**src/rtl/pix_pkt_pkg.sv**
```systemverilog
// Shared types and default geometry for the framed pixel stream source.
package pix_pkt_pkg;

    typedef enum logic {
        IDLE   = 1'b0,
        ACTIVE = 1'b1
    } state_t;

    localparam int unsigned DEF_COL = 640;
    localparam int unsigned DEF_ROW = 480;
    localparam int unsigned DEF_DW  = 8;
    localparam int unsigned COL_W   = $clog2(DEF_COL);
    localparam int unsigned ROW_W   = $clog2(DEF_ROW);

endpackage

```
**src/rtl/pix_pkt_cnt.sv**
```systemverilog
// Column/row position counter for pix_pkt_gen; clear and increment may
// coincide, in which case the incremented pixel is (0,0).
module pix_pkt_cnt
    import pix_pkt_pkg::*;
#(
    parameter  int unsigned COL = DEF_COL,
    parameter  int unsigned ROW = DEF_ROW,
    localparam int unsigned CW  = $clog2(COL),
    localparam int unsigned RW  = $clog2(ROW)
) (
    input  logic          clk,
    input  logic          rst_n,
    input  logic          clr,
    input  logic          inc,
    output logic [CW-1:0] cnt_col,
    output logic [RW-1:0] cnt_row,
    output logic          last_pix_c
);

    logic          last_col;
    logic          last_row;
    logic [CW-1:0] col_nxt;
    logic [RW-1:0] row_nxt;

    assign last_col   = (cnt_col == CW'(COL - 1));
    assign last_row   = (cnt_row == RW'(ROW - 1));
    assign last_pix_c = last_col && last_row;

    // COL >= 2, so a cleared counter stepping once always lands on column 1
    always_comb begin
        col_nxt = cnt_col;
        row_nxt = cnt_row;
        if (clr) begin
            col_nxt = inc ? CW'(1) : '0;
            row_nxt = '0;
        end else if (inc) begin
            if (last_col) begin
                col_nxt = '0;
                row_nxt = last_row ? '0 : cnt_row + RW'(1);
            end else begin
                col_nxt = cnt_col + CW'(1);
            end
        end
    end

    always_ff @(posedge clk or negedge rst_n) begin
        if (!rst_n) begin
            cnt_col <= '0;
            cnt_row <= '0;
        end else begin
            cnt_col <= col_nxt;
            cnt_row <= row_nxt;
        end
    end

endmodule

```
**src/rtl/pix_pkt_gen.sv**
```systemverilog
// Framed pixel stream source: counts columns/rows, marks sop/eop, resyncs on frame_start.
// Optional test pattern (col ^ row) enabled by defining PIX_PKT_TEST_PATTERN_EN.
module pix_pkt_gen
    import pix_pkt_pkg::*;
#(
    parameter int unsigned COL = DEF_COL,
    parameter int unsigned ROW = DEF_ROW,
    parameter int unsigned DW  = DEF_DW
) (
    input  logic          clk,
    input  logic          rst_n,
    input  logic [DW-1:0] pix_in,
    input  logic          pix_in_vld,
    input  logic          frame_start,
`ifdef PIX_PKT_TEST_PATTERN_EN
    input  logic          tp_sel,
`endif
    output logic [DW-1:0] dout,
    output logic          dout_vld,
    output logic          dout_sop,
    output logic          dout_eop,
    output logic          busy,
    output logic          err
);

    localparam int unsigned CW = $clog2(COL);
    localparam int unsigned RW = $clog2(ROW);

    state_t        state_q;
    state_t        state_nxt;
    logic [CW-1:0] cnt_col;
    logic [RW-1:0] cnt_row;
    logic          last_pix_c;
    logic          mid_frame_c;
    logic          accept_c;
    logic [DW-1:0] pix_sel_c;
    logic [DW-1:0] dout_nxt;
    logic          vld_nxt;
    logic          sop_nxt;
    logic          eop_nxt;
    logic          err_nxt;

    pix_pkt_cnt #(
        .COL (COL),
        .ROW (ROW)
    ) u_cnt (
        .clk        (clk),
        .rst_n      (rst_n),
        .clr        (frame_start),
        .inc        (accept_c),
        .cnt_col    (cnt_col),
        .cnt_row    (cnt_row),
        .last_pix_c (last_pix_c)
    );

    assign mid_frame_c = (cnt_col != '0) || (cnt_row != '0);

    // A pixel coinciding with frame_start sits at (0,0) regardless of the counters
`ifdef PIX_PKT_TEST_PATTERN_EN
    assign pix_sel_c = !tp_sel     ? pix_in :
                       frame_start ? '0     : (DW'(cnt_col) ^ DW'(cnt_row));
`else
    assign pix_sel_c = pix_in;
`endif

    always_comb begin
        state_nxt = state_q;
        accept_c  = 1'b0;
        sop_nxt   = 1'b0;
        eop_nxt   = 1'b0;
        err_nxt   = 1'b0;
        dout_nxt  = dout;
        vld_nxt   = 1'b0;
        case (state_q)
            IDLE: begin
                if (frame_start) begin
                    state_nxt = ACTIVE;
                    accept_c  = pix_in_vld;
                    sop_nxt   = pix_in_vld;
                end else if (pix_in_vld) begin
                    err_nxt = 1'b1;
                end
            end
            ACTIVE: begin
                accept_c = pix_in_vld;
                if (frame_start) begin
                    // restart aborts the running frame; no eop is ever issued for it
                    err_nxt = mid_frame_c;
                    sop_nxt = pix_in_vld;
                end else if (pix_in_vld) begin
                    sop_nxt = !mid_frame_c;
                    eop_nxt = last_pix_c;
                    if (last_pix_c) begin
                        state_nxt = IDLE;
                    end
                end
            end
            default: state_nxt = IDLE;
        endcase
        vld_nxt = accept_c;
        if (accept_c) begin
            dout_nxt = pix_sel_c;
        end
    end

    always_ff @(posedge clk or negedge rst_n) begin
        if (!rst_n) begin
            state_q <= IDLE;
        end else begin
            state_q <= state_nxt;
        end
    end

    always_ff @(posedge clk or negedge rst_n) begin
        if (!rst_n) begin
            dout     <= '0;
            dout_vld <= 1'b0;
            dout_sop <= 1'b0;
            dout_eop <= 1'b0;
            busy     <= 1'b0;
            err      <= 1'b0;
        end else begin
            dout     <= dout_nxt;
            dout_vld <= vld_nxt;
            dout_sop <= sop_nxt;
            dout_eop <= eop_nxt;
            busy     <= (state_nxt == ACTIVE);
            err      <= err_nxt;
        end
    end

endmodule

```
**config.mk**
```make
export PLATFORM = sky130hd
export DESIGN_NAME = pix_pkt_gen
export DESIGN_NICKNAME = d
export VERILOG_FILES = /design/src/rtl/pix_pkt_pkg.sv /design/src/rtl/pix_pkt_cnt.sv /design/src/rtl/pix_pkt_gen.sv
export SDC_FILE = /design/constraint.sdc
export NUM_CORES = 1
export LEC_CHECK = 0
export BUFFER_PORTS_ARGS = -buffer_cell sky130_fd_sc_hd__buf_2
export CAP_MARGIN = 20
export CORE_ASPECT_RATIO = 0.75
export CORE_UTILIZATION = 33
export CTS_CLUSTER_DIAMETER = 60
export DETAILED_ROUTE_END_ITERATION = 8
export GPL_TIMING_DRIVEN = 0
export PLACE_DENSITY = 0.58
export SYNTH_ARGS = -nofsm -noshare
export SYNTH_HDL_FRONTEND = slang
export SYNTH_SLANG_ARGS = --single-unit
```
**constraint.sdc**
```tcl
create_clock -name clk -period 4.76 [get_ports clk]
set_input_delay 0.238 -clock clk [delete_from_list [all_inputs] [get_ports clk]]
set_output_delay 0.238 -clock clk [all_outputs]
set_load 0.01 [all_outputs]
```
# Yosys cells after proc, flatten, opt, wreduce, memory -nomap -nowiden

Cells that the tools add are included.

Flip-flop bits (word level): 32
Output and inout port bits: 13
Word-level logic and storage cells: 46

Add/sub/neg operators: 2
Equality and inequality tests: 2
Mux-type cells: 25
Bitwise logic cells: 1
Reductions and logical operators: 8

Operators by type and width:

| kind                    | number |
|---|---|
| $mux W9                 | 4 |
| $mux W10                | 3 |
| $mux W1                 | 14 |
| $add A10 B1 Y10 const B | 1 |
| $eq A10 B10 Y1 const B  | 1 |
| $reduce_bool A10 Y1     | 1 |
| $add A9 B1 Y9 const B   | 1 |
| $eq A9 B9 Y1 const B    | 1 |
| $reduce_bool A9 Y1      | 1 |
| $pmux W1 S2             | 4 |
| $reduce_bool A2 Y1      | 2 |
| $reduce_and A2 Y1       | 1 |
| $logic_and A1 B1 Y1     | 1 |
| $logic_not A1 Y1        | 1 |
| $logic_or A1 B1 Y1      | 1 |
| $not A1 Y1              | 1 |

# Longest topological paths before layout

Depth in word-level cells: 6
Depth in mapped cells: 6

# Cells and area by module

A second synthesis with hierarchy kept.

Cell total of the unflattened synthesis: 147
Area, all modules: 1580.3 um^2

Modules (own cells, without submodules):

| module      | instances | cells an instance | area each (um^2) |
|---|---|---|---|
| pix_pkt_cnt | 1         | 108               | 1046.0 |
| pix_pkt_gen | 1         | 39                | 534.3 |

# Worst setup path after synthesis

No wires, ideal clock.

Kind: reg2reg
From: register u_cnt.cnt_col[7]
To: register u_cnt.cnt_row[5]
Library setup time: 0.121 ns
Arrival: 1.669 ns
Path slack: 2.970 ns
Stages on the path, launching flop included: 6
Buffers on the path: 1
Path through: dfrtp_1 -> or3b_4 -> o41ai_2 -> buf_2 -> o21ai_0 -> a22o_1

Cells in the longest elaborated chain, start to end: 3

Ends and longest elaborated chain:

| what                                | line              | RTL |
|---|---|---|
| from (decl)                         | pix_pkt_cnt.sv:15 | `output logic [CW-1:0] cnt_col,` |
| from (signal assigned)              | pix_pkt_cnt.sv:51 | `cnt_col <= col_nxt;` |
| $eq A10 B10 Y1                      | pix_pkt_cnt.sv:25 | `assign last_col = (cnt_col == CW'(COL - 1));` |
| $reduce_bool A2 Y1 (no source line) | --                |  |
| $reduce_and A2 Y1 (no source line)  | --                |  |
| to (signal assigned)                | pix_pkt_cnt.sv:52 | `cnt_row <= row_nxt;` |
| to (decl)                           | pix_pkt_cnt.sv:16 | `output logic [RW-1:0] cnt_row,` |

Every way passes these cells.
A chain may end at the register's enable or synchronous reset.

# Worst setup path after layout

Same ends and word-level chain as after synthesis.

==> run_results.csv <==
group,metric,value,unit
logic_synthesis,synth_top_area_share,49.6,%
timing,final_hold_viol_count,26,
run_status,failed_checks,"negative hold slack",
global_routing,grt_pass1_vias,1182,
critical_path,crit_required,4940,ps
finish,antenna_cells,0,
route,post_drt_wl_per_cell,13.3,um
placement,post-dp-hpwl,2420,um
timing,setup_tns,0,ps
critical_path,critPathCaptureType,"flip-flop",
critical_path,cp_slowest_cell,"or3b_4",
critical_path,cp.arrival,2150,ps
global_routing,grt_use_total,14.7,%
logic_synthesis,synth_top_cells_by_count,"32 x dfrtp_1, 14 x nor2_1, 12 x nand2_1",
floorplan,die_h,62.6,um
finish,final_area,1920,sq um
finish,final_cells,247,
timing,drv_slew,0,
critical_path,startpoint,"u_cnt.cnt_col[7]",
logic_synthesis,yosysTopAreaCell,"dfrtp_1",
logic_synthesis,syn-cell-area,1610,sq um
logic_synthesis,synth_most_common_cell,"dfrtp_1",
placement,gp_congestion,0.760,
clock_network,cts_resized,0,
floorplan,core-area,4570,sq um
floorplan,die_area,5180,sq um
route,vias,1259,
critical_path,r2r_start,"u_cnt.cnt_col[7]",
logic_synthesis,synthCells,160,
logic_synthesis,syn_area_per_cell,10.1,sq um
timing,period_needed,1960,ps
logic_synthesis,yosys_most_used_dff,"dfrtp_1",
logic_synthesis,yosys_register_bits,32,
power,vdd_ir_drop_max,0.000158,V
critical_path,worstPathCellList,"or3b_4, o41ai_2, buf_2, o21ai_0, a22o_1",
route,met2_length,1300,um
clock_network,root_buffer,"clkbuf_8",
route,viasPerCell,5.10,
clock_network,htreeDepth,2,
logic_synthesis,synth-edff-count,0,
logic_synthesis,seq_area_frac_synth,49.6,%
timing,setup_violations,0,
route,drt_drc_violations_left,0,
critical_path,critPathMaxStageDelay,450,ps
timing,fin_worst_skew,10.1,ps
floorplan,io_pins,25,
timing,slew_headroom,43.3,%
logic_synthesis,ys_warn_count,0,
timing,rsz0062_at_grt,"false",
clock_network,post_cts_buffers,0,
clock_network,clock_path_buffers,2,
hold_path,hp-class,"in -> async",
logic_synthesis,yosys-top-cells-area,"dfrtp_1 50%, mux2_2 5.6%, nor2_1 3.3%",
route,first_iter_violations,61,
power,powerDensity,333,nW/um^2
timing,fmax,510,MHz
timing,tightest_slew,845,ps
floorplan,die_x,82.8,um
clock_network,cts_buffers,5,
placement,portBuffers,22,
finish,nets,205,
global_routing,grt_overflow,0,
clock_network,hold_buffers,0,
logic_synthesis,async_reset_ff_share,100,%
clock_network,numClockSinks,32,
run_status,outcome,"complete, but fails checks",
critical_path,start_kind,"flip-flop",
clock_network,clk_latency,290,ps
logic_synthesis,synth_nets,176,
route,wl_met3,180,um
route,wl,3280,um
global_routing,antenna_found_initial,0,
clock_network,cts_tree,"built",
global_routing,grt_first_pass_wirelength,5620,um
finish,syn_to_final_growth,19.1,%
critical_path,r2r_slack,2800,ps
placement,place_ws,2780,ps
timing,fin_ws,2800,ps
floorplan,initial_core_util,35.3,%
finish,layout-drive-gt1-share,23.7,%
route,ant_nets,0,
timing,hold_ws,-9.46,ps
clock_network,clk_pin_slew,70,ps
global_routing,grt_max_degree,33,
route,dr.pass1.iters,4,
placement,place_inst,239,
route,met1_length,1750,um
critical_path,crit_type,"reg -> reg",
route,highest_layer,"met4",
timing,period_share,41.2,%
placement,place_area,1800,sq um
critical_path,crit_fanout,10,
logic_synthesis,synth_cell_type_count,38,
run,cap_viol_max_count,0,
floorplan,rows,21,
power,p_leak,0.846,nW
[cells by family after synthesis]
| kind of cell | synth area share [%] |
|---|---|
| AO/OA/AOI/OAI | 12.2 |
| AND/OR/NAND/NOR | 21.2 |
| buffers and inverters | 3.72 |
| multiplexers | 6.82 |
| flip-flops | 49.6 |
| XOR/XNOR | 3.26 |
| adder cells (fa/ha/maj) | 3.10 |
[area by class of cell]
type,instances,area [sq um]
fill,446,2650
sequential,32,801
multi-input combinational,113,753
timing repair buffer,22,110
clock buffer,7,96.3
tap,57,71.3
inverter,9,33.8
clock inverter,1,30.0
buffer,6,26.3
[worst paths after layout]
| check | end | cells after the start |
|---|---|---|
| worst max-delay path | u_cnt.cnt_row[5] | 5 |
| worst min-delay path | u_cnt.cnt_row[5] | 1 |
| worst max register to register | u_cnt.cnt_row[5] | 5 |
| worst min register to register | dout[0] | 1 |
| max in group asynchronous | u_cnt.cnt_col[2] | 1 |
| min in group clk | dout[4] | 2 |
[critical path: cells and delay by family (launching register included)]
| family | cells | cell delay (ps) |
|---|---|---|
| DFF | 1 | 420 |
| and+or+nand+nor | 1 | 450 |
| buffers and inverters | 1 | 260 |
| AOI/OAI and AO/OA | 3 | 720 |
[where the power goes]
part / switching [mW] / internal [mW] / total (mW)
sequential: 0.00900 / 0.286 / 0.295
combinational: 0.0344 / 0.0268 / 0.0612
clock: 0.100 / 0.185 / 0.285
total: 0.144 / 0.497 / 0.641
[through the flow]
step / utilization, % / total power [mW]
after floorplan: - / 0.335
after global placement: 39.3 / 0.362
after detailed placement: 39.3 / 0.363
after CTS: 42.0 / 0.650
after global routing: 42.0 / 0.675
final: 42.0 / 0.641
[placed cells by master, fill, tap and decap left out, drive strengths merged, types with 4 or more instances in the layout]
cell type,synthesis,routed
nand3,7,7
o21ai,10,10
ha,4,4
nor3,7,7
inv,9,9
nand2,12,12
nor4,5,5
dfrtp,32,32
nand4,4,4
or3,4,4
clkbuf,3,10
a21oi,5,5
xnor2,4,4
mux2,8,8
buf,3,25
nor2,14,14
[routing by layer]
layer,up-vias,GRT usage [%]
li1,630,-
met2,20,18.9
met5,-,0
met1,603,21.1
met4,0,5.82
met3,6,6.57
[flip-flops by register name, indices dropped and copies added (netlist names)]
signal         cells
u_cnt.cnt_col     10
u_cnt.cnt_row      9
dout               8
busy               1
dout_eop           1
dout_sop           1
dout_vld           1
err                1
Note: power is estimated with default switching activity, not from simulation.
